File: src/rtl/ir_seg_sequencer.sv
// Avalon-MM master that writes decoded IR codes to two duo 7-segment slaves
// (left = command byte, right = address byte) and blanks them after a hold timeout.
module ir_seg_sequencer #(
  parameter int unsigned HOLD_CYCLES = 50_000_000,
  parameter logic [31:0] REPEAT_CODE = 32'hFFFF_FFFF
) (
  input  logic        csi_clk,
  input  logic        csi_reset,
  input  logic        ir_valid,
  input  logic [31:0] ir_code,
  output logic [1:0]  m1_address,
  output logic        m1_write,
  output logic [15:0] m1_writedata,
  output logic [1:0]  m1_byteenable,
  input  logic        m1_waitrequest,
  output logic [1:0]  m2_address,
  output logic        m2_write,
  output logic [15:0] m2_writedata,
  output logic [1:0]  m2_byteenable,
  input  logic        m2_waitrequest,
  output logic        busy,
  output logic [7:0]  overrun_cnt
);

  localparam int unsigned TimerW = (HOLD_CYCLES > 1) ? $clog2(HOLD_CYCLES) : 1;
  localparam logic [TimerW-1:0] TimerReload = TimerW'(HOLD_CYCLES - 1);
  localparam logic [15:0] BlankWord = 16'h0100;

  typedef enum logic [2:0] {
    StIdle,
    StWrL,
    StWrR,
    StHold,
    StBlankL,
    StBlankR
  } state_e;

  state_e            state;
  logic [TimerW-1:0] timer;
  logic [7:0]        cur_addr;
  logic              pend_valid;
  logic [31:0]       pend_code;

  logic        is_repeat;
  logic        accept;
  logic        m1_done;
  logic        m2_done;
  logic        store;
  logic        have_next;
  logic [31:0] next_code;
  logic [7:0]  overrun_inc;

  function automatic logic [15:0] show(input logic [7:0] b);
    return {8'h00, b};
  endfunction

  always_comb begin
    is_repeat   = ir_valid && (ir_code == REPEAT_CODE);
    accept      = ir_valid && (ir_code != REPEAT_CODE);
    m1_done     = m1_write && !m1_waitrequest;
    m2_done     = m2_write && !m2_waitrequest;
    store       = accept && (state inside {StWrL, StWrR, StBlankL, StBlankR});
    // A code arriving on the completing edge wins over the older pending one
    have_next   = accept || pend_valid;
    next_code   = accept ? ir_code : pend_code;
    overrun_inc = (overrun_cnt == 8'hFF) ? overrun_cnt : overrun_cnt + 8'd1;
  end

  always_ff @(posedge csi_clk) begin
    if (csi_reset) begin
      state         <= StIdle;
      timer         <= '0;
      cur_addr      <= '0;
      pend_valid    <= 1'b0;
      pend_code     <= '0;
      m1_address    <= 2'd0;
      m1_write      <= 1'b0;
      m1_writedata  <= '0;
      m1_byteenable <= 2'b11;
      m2_address    <= 2'd0;
      m2_write      <= 1'b0;
      m2_writedata  <= '0;
      m2_byteenable <= 2'b11;
      busy          <= 1'b0;
      overrun_cnt   <= '0;
    end else begin
      if (store) begin
        pend_valid <= 1'b1;
        pend_code  <= ir_code;
        if (pend_valid) overrun_cnt <= overrun_inc;
      end

      unique case (state)
        StIdle: begin
          if (accept) begin
            state        <= StWrL;
            m1_write     <= 1'b1;
            m1_writedata <= show(ir_code[23:16]);
            cur_addr     <= ir_code[7:0];
            busy         <= 1'b1;
          end
        end

        StWrL: begin
          if (m1_done) begin
            state        <= StWrR;
            m1_write     <= 1'b0;
            m2_write     <= 1'b1;
            m2_writedata <= show(cur_addr);
          end
        end

        StWrR, StBlankR: begin
          if (m2_done) begin
            m2_write   <= 1'b0;
            pend_valid <= 1'b0;
            if (have_next) begin
              state        <= StWrL;
              m1_write     <= 1'b1;
              m1_writedata <= show(next_code[23:16]);
              cur_addr     <= next_code[7:0];
            end else if (state == StWrR) begin
              state <= StHold;
              timer <= TimerReload;
              busy  <= 1'b0;
            end else begin
              state <= StIdle;
              busy  <= 1'b0;
            end
          end
        end

        StHold: begin
          if (accept) begin
            state        <= StWrL;
            m1_write     <= 1'b1;
            m1_writedata <= show(ir_code[23:16]);
            cur_addr     <= ir_code[7:0];
            busy         <= 1'b1;
          end else if (is_repeat) begin
            timer <= TimerReload;
          end else if (timer == '0) begin
            state        <= StBlankL;
            m1_write     <= 1'b1;
            m1_writedata <= BlankWord;
            busy         <= 1'b1;
          end else begin
            timer <= timer - 1'b1;
          end
        end

        StBlankL: begin
          if (m1_done) begin
            state        <= StBlankR;
            m1_write     <= 1'b0;
            m2_write     <= 1'b1;
            m2_writedata <= BlankWord;
          end
        end

        default: state <= StIdle;
      endcase
    end
  end

endmodule

File: config.mk
export PLATFORM = sky130hd
export DESIGN_NAME = ir_seg_sequencer
export DESIGN_NICKNAME = d
export VERILOG_FILES = /design/src/rtl/ir_seg_sequencer.sv
export SDC_FILE = /design/constraint.sdc
export NUM_CORES = 1
export LEC_CHECK = 0
export CORE_UTILIZATION = 29
export CTS_CLUSTER_DIAMETER = 150
export DETAILED_ROUTE_END_ITERATION = 7
export GPL_ROUTABILITY_DRIVEN = 1
export SLEW_MARGIN = 5
export SYNTH_ARGS = -nofsm -noshare
export SYNTH_HDL_FRONTEND = slang
export SYNTH_SLANG_ARGS = --single-unit
File: constraint.sdc
create_clock -name csi_clk -period 2.45 [get_ports csi_clk]
set_input_delay 0.735 -clock csi_clk [delete_from_list [all_inputs] [get_ports csi_clk]]
set_output_delay 0.735 -clock csi_clk [all_outputs]
set_load 0.02 [all_outputs]
==> results.toml, run 1 <==
[finish]
area_growth_pct = 34.6
final_cells = 911
drive_gt1_share_pct = 21.2
fin_nets = 729
final_area_um2 = 6350
antenna_cells = 0

[routing]
dr.first_iter.drc_count = 369
wl_mm = 13.8
firstDrtPassIters = 5
dr_total_vias = 4761
viasPerCell = 5.23
postRouteAntennaNets = 0
drc_errors = 0
wl_per_cell_um = 15.1

[critical_path]
cp-end-kind = "flop"
slowest_delay_ps = 600
crit_required_ps = 2690
crit_path_start_kind = "input pin"
slowest_stage = "or4_4"
cp_num_buf_inv = 2
path_delay_family = "simple AND/OR/NAND/NOR gates"
cp.arrival_ps = 2630
path_cells = "dlygate4sd2_1, nand4_1, or4_4, o21ai_4, a211o_1, and3_4, buf_8, mux2_4"
path_class = "input pin to flop"
cp-startpoint = "ir_code[13]"
reg2reg_from = "timer[0]"
crit_fanout = 8

[floorplanning]
start_util_pct = 29.7
design.die.area_um2 = 16800
ioPinCount = 88
die_height_um = 130
core_area_um2 = 15900
rows = 46
die_w_um = 130

[clocking]
clock-root-buffer = "clkbuf_16"
clk_transition_reported_paths_ps = 70
cts-htree-levels = 3
cts_made_buffers = 9
cts_sinks = 83
hold_buffers = 0
clk_path_buf_depth = 2
clock_latency_ps = 360
cts_tree = "yes"

[pwr]
powerDensity_nw_per_um2 = 828
p_leak_nw = 2.47
peakVddDrop_uv = 408
total_power_w = 0.00525

[worst_hold_path]
min_from = "m1_writedata[8]"
hp-class = "flop to flop"

[timing]
finalSetupViolCount = 0
hold_viol_final = 0
finalClockSkew_ps = 11.7
drv_slew = 0
relSlewSlack_pct = 36.9
hold_ws_ps = 447
tightest_slew_ps = 946
period_minus_slack_ps = 2390
post-route-period-util_pct = 97.7
rsz0062_at_grt = "true"
max_freq_ghz = 0.418

[synth]
synth.avg_cell_area_um2 = 8.24
synthCells = 572
synthFlopType = "dfxtp_1"
mappedNetlistArea_um2 = 4710
synth_seq_cells = 83
synth_area_leaders = "dfxtp_1 (35%), mux2i_1 (5.3%), a21oi_1 (5.2%)"
ys_seq_area_share_pct = 35.2
synth_top_area_cell = "dfxtp_1"
synth_top_area_share_pct = 35.2
yosysWarnings = 0
synth.distinct_cells = 63
synthArstFlopShare_pct = 0
synth-edff-count = 0

[global_route]
grtUsageTotal_pct = 16.8
grt_pass1_wl_mm = 22.2
gr-total-overflow = 0
grt_max_degree = 80
antenna_found_initial = 0
grt_pass1_vias = 4626

[outcome]
status = "finished clean"

[flow_run]
maxCapViolations = 0

[placement]
placed_cell_area_um2 = 5960
port_buffers = 65
dp_hpwl_mm = 9.71
gp_congestion = 0.876
place_inst = 888
## registers in the layout (all words and copies together), names as in the netlist
register	cells
overrun_cnt	8
pend_code	16
cur_addr	8
state	3
busy	1
pend_valid	1
m2_writedata	9
m1_writedata	9
m1_write	1
timer	26
m2_write	1
## cell families after synthesis
logic type | after synthesis | synth area share, %
xor+xnor | 3 | 0.557
buf+inv | 65 | 7.96
fa+ha+maj | 2 | 0.531
compound gates | 158 | 21.1
simple gates | 226 | 27.2
mux | 33 | 7.22
other cells | 2 | 0.159
flops | 83 | 35.2
## cell type report
class / instances / area [um2]
clock buffers: 10 / 229
multi-input cells: 444 / 2880
fillers: 1610 / 9540
inverters: 9 / 33.8
well taps: 216 / 270
flip-flops and latches: 83 / 1660
repair buffers: 143 / 1200
clock inverters: 6 / 75.1
## where the power goes
part | switching, W | total [W] | internal [W]
Sequential | 0.000172 | 0.00174 | 0.00156
Clock | 0.000597 | 0.00140 | 0.000803
Combinational | 0.00111 | 0.00212 | 0.00100
Total | 0.00188 | 0.00525 | 0.00337
## worst register-to-register path, cell delays in order, from the launching register on
cell      delay [ps]
dfxtp_1          340
inv_1             70
ha_1             150
nor4b_2          320
nand4_1          290
buf_4            240
o21bai_4         140
a211o_1          160
o211ai_1          90
buf_4            170
buf_4            160
mux2i_1          110
## path summary, 6_finish.rpt
path	end	slack, ps	depth (start not counted)
max reg2reg	m1_writedata[0]	120	11
min reg2reg	m1_writedata[8]	450	2
max	cur_addr[5]	60	8
min	m1_writedata[8]	450	2
## what timing repair did
item / CTS / global route
gates cloned: 1 / 0
endpoints found under the setup margin: 69 / 39
endpoints found under the hold margin: 0 / 0
pin swaps: 16 / 17
resized for setup: 62 / 42
buffers inserted: 3 / 4
## layout by cell type (no fill, tap or decap), types with 3 or more instances in the layout
master	Yosys	final
dfxtp_1	83	83
buf_4	25	72
nor2_1	57	57
a21oi_1	49	48
o21ai_0	39	36
clkdlybuf4s50_1	0	31
nand2_1	27	27
mux2i_1	25	25
nand4_1	22	22
conb_1	2	22
nand3_1	20	20
clkbuf_2	0	17
nor3b_1	16	16
nor2b_1	13	13
nor3_1	13	13
a211o_1	12	11
clkbuf_16	0	10
inv_1	9	9
nor4_1	11	9
or3_1	9	8
a211oi_1	9	8
mux2_4	0	8
a21boi_0	8	8
clkdlybuf4s15_1	0	8
a31oi_1	7	7
dlygate4sd2_1	0	7
nand3b_1	6	6
o211ai_1	6	6
o21ai_1	3	5
and3_1	6	5
o21a_1	5	5
a311oi_1	5	5
or4_1	6	4
or4_4	1	3
nor4_2	1	3
clkinv_4	0	3
## through the flow
step	setup TNS (ps)	setup slack, ps	utilization (%)
after floorplan	0	1.89	-
after global placement	-33260	-631	37.5
after detailed placement	-36620	-702	37.5
after CTS	0	5.63	40.1
after global routing	-70.5	-28.5	39.9
final	0	56.7	39.9
## per-layer routing
| metal | part of all wire (%) | wire (um) | global-route usage (%) | vias to the layer above |
|---|---|---|---|---|
| li1 | - | - | - | 2321 |
| met1 | 45 | 6190 | 20.5 | 2263 |
| met2 | 48 | 6580 | 28.1 | 146 |
| met3 | 4.1 | 560 | 2.85 | 31 |
| met4 | 3.1 | 432 | 9.03 | 0 |
| met5 | 0 | 0 | 0 | - |
## synthesized netlist by cell type, types with 2 or more instances
cell type / number
conb_1: 2
mux2_1: 8
nand2b_1: 3
nor2b_1: 13
nor3_1: 13
nor2_1: 57
nor3b_1: 16
a21boi_0: 8
nor4_1: 11
or3_1: 9
nand4_1: 22
nand2_1: 27
clkbuf_1: 20
ha_1: 2
o21a_1: 5
dfxtp_1: 83
o21ai_1: 3
nand3_1: 20
inv_1: 9
or2_2: 2
buf_2: 6
a211o_1: 12
a311oi_1: 5
and3_1: 6
nor3_4: 2
buf_4: 25
a211oi_1: 9
or4_1: 6
nor4b_2: 2
a41oi_1: 2
nand3b_1: 6
o21ai_0: 39
a22oi_1: 2
o211ai_1: 6
a21oi_1: 49
nor4bb_1: 2
mux2i_1: 25
buf_6: 2
a211o_2: 2
a31oi_1: 7
xnor2_1: 2
No activity file was read; power rests on OpenSTA's default activity.
==> inputs of run 2 (changes only) <==
Settings changed: ABC_AREA set to 0.
==> results of run 2 <==
Final layout, timing and power as in run 1 (identical DEF).
==> inputs of run 3 (changes only) <==
Settings changed: DONT_BUFFER_PORTS set to 1.
==> run 3 against run 2 <==
Worst setup slack improved by 110 ps. Combinational power shrank 29%. Clock-buffer cell count unchanged. Highest routed layer unchanged. Global-route usage shrank 1.1 points. Critical endpoint is now m1_writedata[0]. Largest cell class unchanged. Critical path depth is 2 higher. Core utilization is 5.4 points lower. Sequential power increased by 7%. Clock power grew 13%. Clock skew is 1.6 ps lower. Fmax up 4.7%. Flip-flop and latch count unchanged.
==> results.toml, run 3 (synthesized netlist as in run 1, its figures left out) <==
[outcome]
status = "finished clean"

[timing]
finalSetupViolCount = 0
max_freq_ghz = 0.437
relSlewSlack_pct = 27.0
hold_ws_ps = 459
tightest_slew_ps = 1090
finalClockSkew_ps = 10.0
post-route-period-util_pct = 93.3
period_minus_slack_ps = 2290
drv_slew = 0
hold_viol_final = 0
rsz0062_at_grt = "false"

[flow_run]
maxCapViolations = 0

[global_route]
grt_pass1_wl_mm = 20.6
grtUsageTotal_pct = 15.6
grt_max_degree = 81
antenna_found_initial = 0
grt_pass1_vias = 4147
gr-total-overflow = 0

[pwr]
p_leak_nw = 2.02
peakVddDrop_uv = 790
powerDensity_nw_per_um2 = 902
total_power_w = 0.00495

[critical_path]
cp.arrival_ps = 2520
crit_path_start_kind = "flop"
path_class = "flop to flop"
cp-end-kind = "flop"
crit_fanout = 9
crit_required_ps = 2680

[clocking]
hold_buffers = 0
clock-root-buffer = "clkbuf_16"
clk_path_buf_depth = 2
cts_sinks = 83
clk_transition_reported_paths_ps = 70
clock_latency_ps = 350
cts-htree-levels = 3
cts_made_buffers = 9
cts_tree = "yes"

[finish]
largest_register_ffs = 26
fin_nets = 636
final_common_cell = "dfxtp_1"
regMostFlops = "timer"
layout_common_cells = "dfxtp_1 (83), nor2_1 (57), buf_4 (50)"
drive_gt1_share_pct = 14.5
area_growth_pct = 16.4
largest_registers = "timer x26, pend_code x16"
antenna_cells = 0

[worst_hold_path]
hp-class = "input pin to flop"

[routing]
postRouteAntennaNets = 0
viasPerCell = 5.42
dr_total_vias = 4432
drc_errors = 0
firstDrtPassIters = 5
wl_per_cell_um = 15.5
wl_mm = 12.7
dr.first_iter.drc_count = 256

[floorplanning]
core_area_um2 = 15900
design.die.area_um2 = 16800
start_util_pct = 29.7
die_w_um = 130
rows = 46
die_height_um = 130
ioPinCount = 88

[placement]
port_buffers = 0
dp_hpwl_mm = 9.12
gp_congestion = 0.899
[run 3: final timing paths]
| kind | start | to | slack [ps] | cells past startpoint |
|---|---|---|---|---|
| worst max register to register | timer[0] | m1_writedata[0] | 160 | 10 |
| worst min-delay path | csi_reset | pend_code[22] | 460 | 1 |
| worst min register to register | timer[24] | timer[24] | 470 | 2 |
| worst max-delay path | timer[0] | m1_writedata[0] | 160 | 10 |
[run 3: power by group]
part / switching [W] / internal, W
sequential: 0.000297 / 0.00156
clock: 0.000578 / 0.000998
combinational: 0.000853 / 0.000655
[run 3: per-stage QoR]
stage               utilization [%]  setup WS, ps  TNS [ps]  cells  cell area [um2]
floorplan                         -          1.89         0    592             4800
global placement               32.2          -159     -2470    801             5110
detailed placement             32.2          -174     -3040    801             5110
CTS                            34.3          97.9         0    817             5460
global route                   34.5          28.4         0    818             5490
finish                         34.5           163         0    818             5490
[run 3: layout make-up]
type                    count  area, um2
inverters                   9       33.8
clock buffers              10        229
well taps                 216        270
clock inverters             6        114
repair buffers             50        375
multi-input cells         444       2800
fillers                  1669      10400
flip-flops and latches     83       1660
[run 3: worst max-delay path, cell delays in order (launching register included)]
cell      delay [ps]
dfxtp_1          350
inv_1             70
ha_1             160
nor4b_2          340
nand4_1          150
buf_4            180
o21bai_1         210
a211o_1          240
o211ai_1         130
buf_4            220
mux2i_1          130
[run 3: what timing repair did]
action | 4_1_cts | 5_1_grt
setup endpoints to repair | 0 | 9
gates resized for setup | 0 | 3
setup buffers | 0 | 1
[run 3: metal layers]
layer	share of wire, %	global-route usage (%)	routed length, um	vias to the layer above
met5	0	0	0	-
met1	45	19.7	5730	2160
met2	48	25.0	6040	118
met4	1.6	5.95	201	0
li1	-	-	-	2141
met3	5.4	4.67	682	13
==> variant (settings of run 2) <==
The parameter `HOLD_CYCLES` goes from 50_000_000 to 25_000_000.
--- a/src/rtl/ir_seg_sequencer.sv
+++ b/src/rtl/ir_seg_sequencer.sv
@@ -2,5 +2,5 @@
 // (left = command byte, right = address byte) and blanks them after a hold timeout.
 module ir_seg_sequencer #(
-  parameter int unsigned HOLD_CYCLES = 50_000_000,
+  parameter int unsigned HOLD_CYCLES = 25_000_000,
   parameter logic [31:0] REPEAT_CODE = 32'hFFFF_FFFF
 ) (
Function: same outputs for any inputs over 4 cycles, from zero or initial values and one cycle with csi_reset high; that may be too few to reach the edited logic, so the function may still have changed.
==> variant against run 2 <==
  * Final cell count decreased by 2.9%
  * Area after synthesis shrank 1.7%
  * Sequential cell count shrank 1
  * Setup slack lost 0.037 ns
  * Global-route usage up 0.097 points
  * Power is 1.6% lower
  * Cell area rose by 0.39%
  * Hold slack gained 0.011 ns
  * Critical path depth rose by 3
  * Combinational power increased by 3%
  * Critical path type unchanged
  * Routed wire length rose by 0.85%
  * Maximum frequency decreased by 1.5%
==> variant: results <==
{
  "status": "complete, no violations",
  "nMultiInputCombCells": 420,
  "seqPwrFrac": 0.326,
  "grt_use_met3": 0.0349,
  "synth.ff_latch_count": 82,
  "whs_ns": 0.457,
  "dp_slack_ns": -0.771,
  "setup_slack_ns": 0.0194,
  "synth_fa_ha_area_frac": 0.00810,
  "met1_length_mm": 6.41,
  "place_hpwl_mm": 9.84,
  "synth.distinct_cells": 68,
  "synth_compound_area_frac": 0.234,
  "routed_wl_mm": 13.9,
  "inv_count": 12,
  "relSlewSlack": 0.481,
  "syn-instance-count": 555,
  "power_uw": 5170,
  "path_max_fanout": 13,
  "signal_buffers": 144,
  "fillers": 1539,
  "synthMuxAreaShare": 0.0562,
  "final_layout_size_suffix_gt1_frac": 0.214,
  "arrival_ns": 2.66,
  "irDropWorstVdd_mv": 0.543,
  "first_global_vias": 4585,
  "grt_max_degree": 74,
  "met1_usage": 0.216,
  "wl_met2_mm": 6.51,
  "synthXorXnorAreaFrac": 0.0113,
  "grt_pass1_wl_mm": 22.3,
  "fin_util": 0.414,
  "yosys-top-cells-count": "82 x dfxtp_1, 47 x nand3_1, 43 x nor2_1",
  "power_leakage_uw": 0.00248,
  "hp-start": "m2_writedata[2]",
  "synthTopCellsByArea": "dfxtp_1 35%, nand3_1 5.1%, a21oi_1 4.1%",
  "drt-initial-drc-count": 458,
  "die_x_um": 128,
  "final_cells": 885,
  "grtUsageTotal": 0.168,
  "nNetsFinal": 709,
  "gp_congestion": 0.802,
  "clkCellAreaFrac": 0.0434,
  "use_met2": 0.275,
  "ff2ff_setup_slack_ns": 0.10,
  "power_clock_uw": 1290,
  "finalClockSkew_ns": 0.00818,
  "first_pass_iters": 6
}
==> variant: worst max-delay path: stages <==
cell and delay (ns):
dlygate4sd2_1 0.25, nand4_1 0.14, nor4_2 0.05, buf_4 0.15, buf_4 0.13, buf_4 0.13
a211oi_4 0.31, buf_4 0.31, buf_12 0.18, mux2i_1 0.20, nor2_1 0.06
==> variant: what timing repair did <==
item,in CTS,in global routing
hold endpoints to repair,0,0
gates resized for setup,49,18
buffers inserted,4,2
setup endpoints to repair,59,17
gates cloned,1,0
pin swaps,22,10
==> variant: worst paths after layout <==
kind | end | depth (start not counted)
worst max-delay path | pend_code[4] | 11
worst min-delay path | m2_writedata[2] | 2
worst max register to register | m1_writedata[3] | 9
worst min register to register | m2_writedata[2] | 2
==> variant: cell families (layout without fill, tap and decap cells) <==
group	after synthesis	count (layout)
multiplexers	25	25
AND/OR/NAND/NOR	212	212
buffers and inverters	73	172
adder cells (fa/ha/maj)	3	3
flip-flops	82	82
XOR/XNOR	6	6
other	2	22
AO/OA/AOI/OAI	152	152
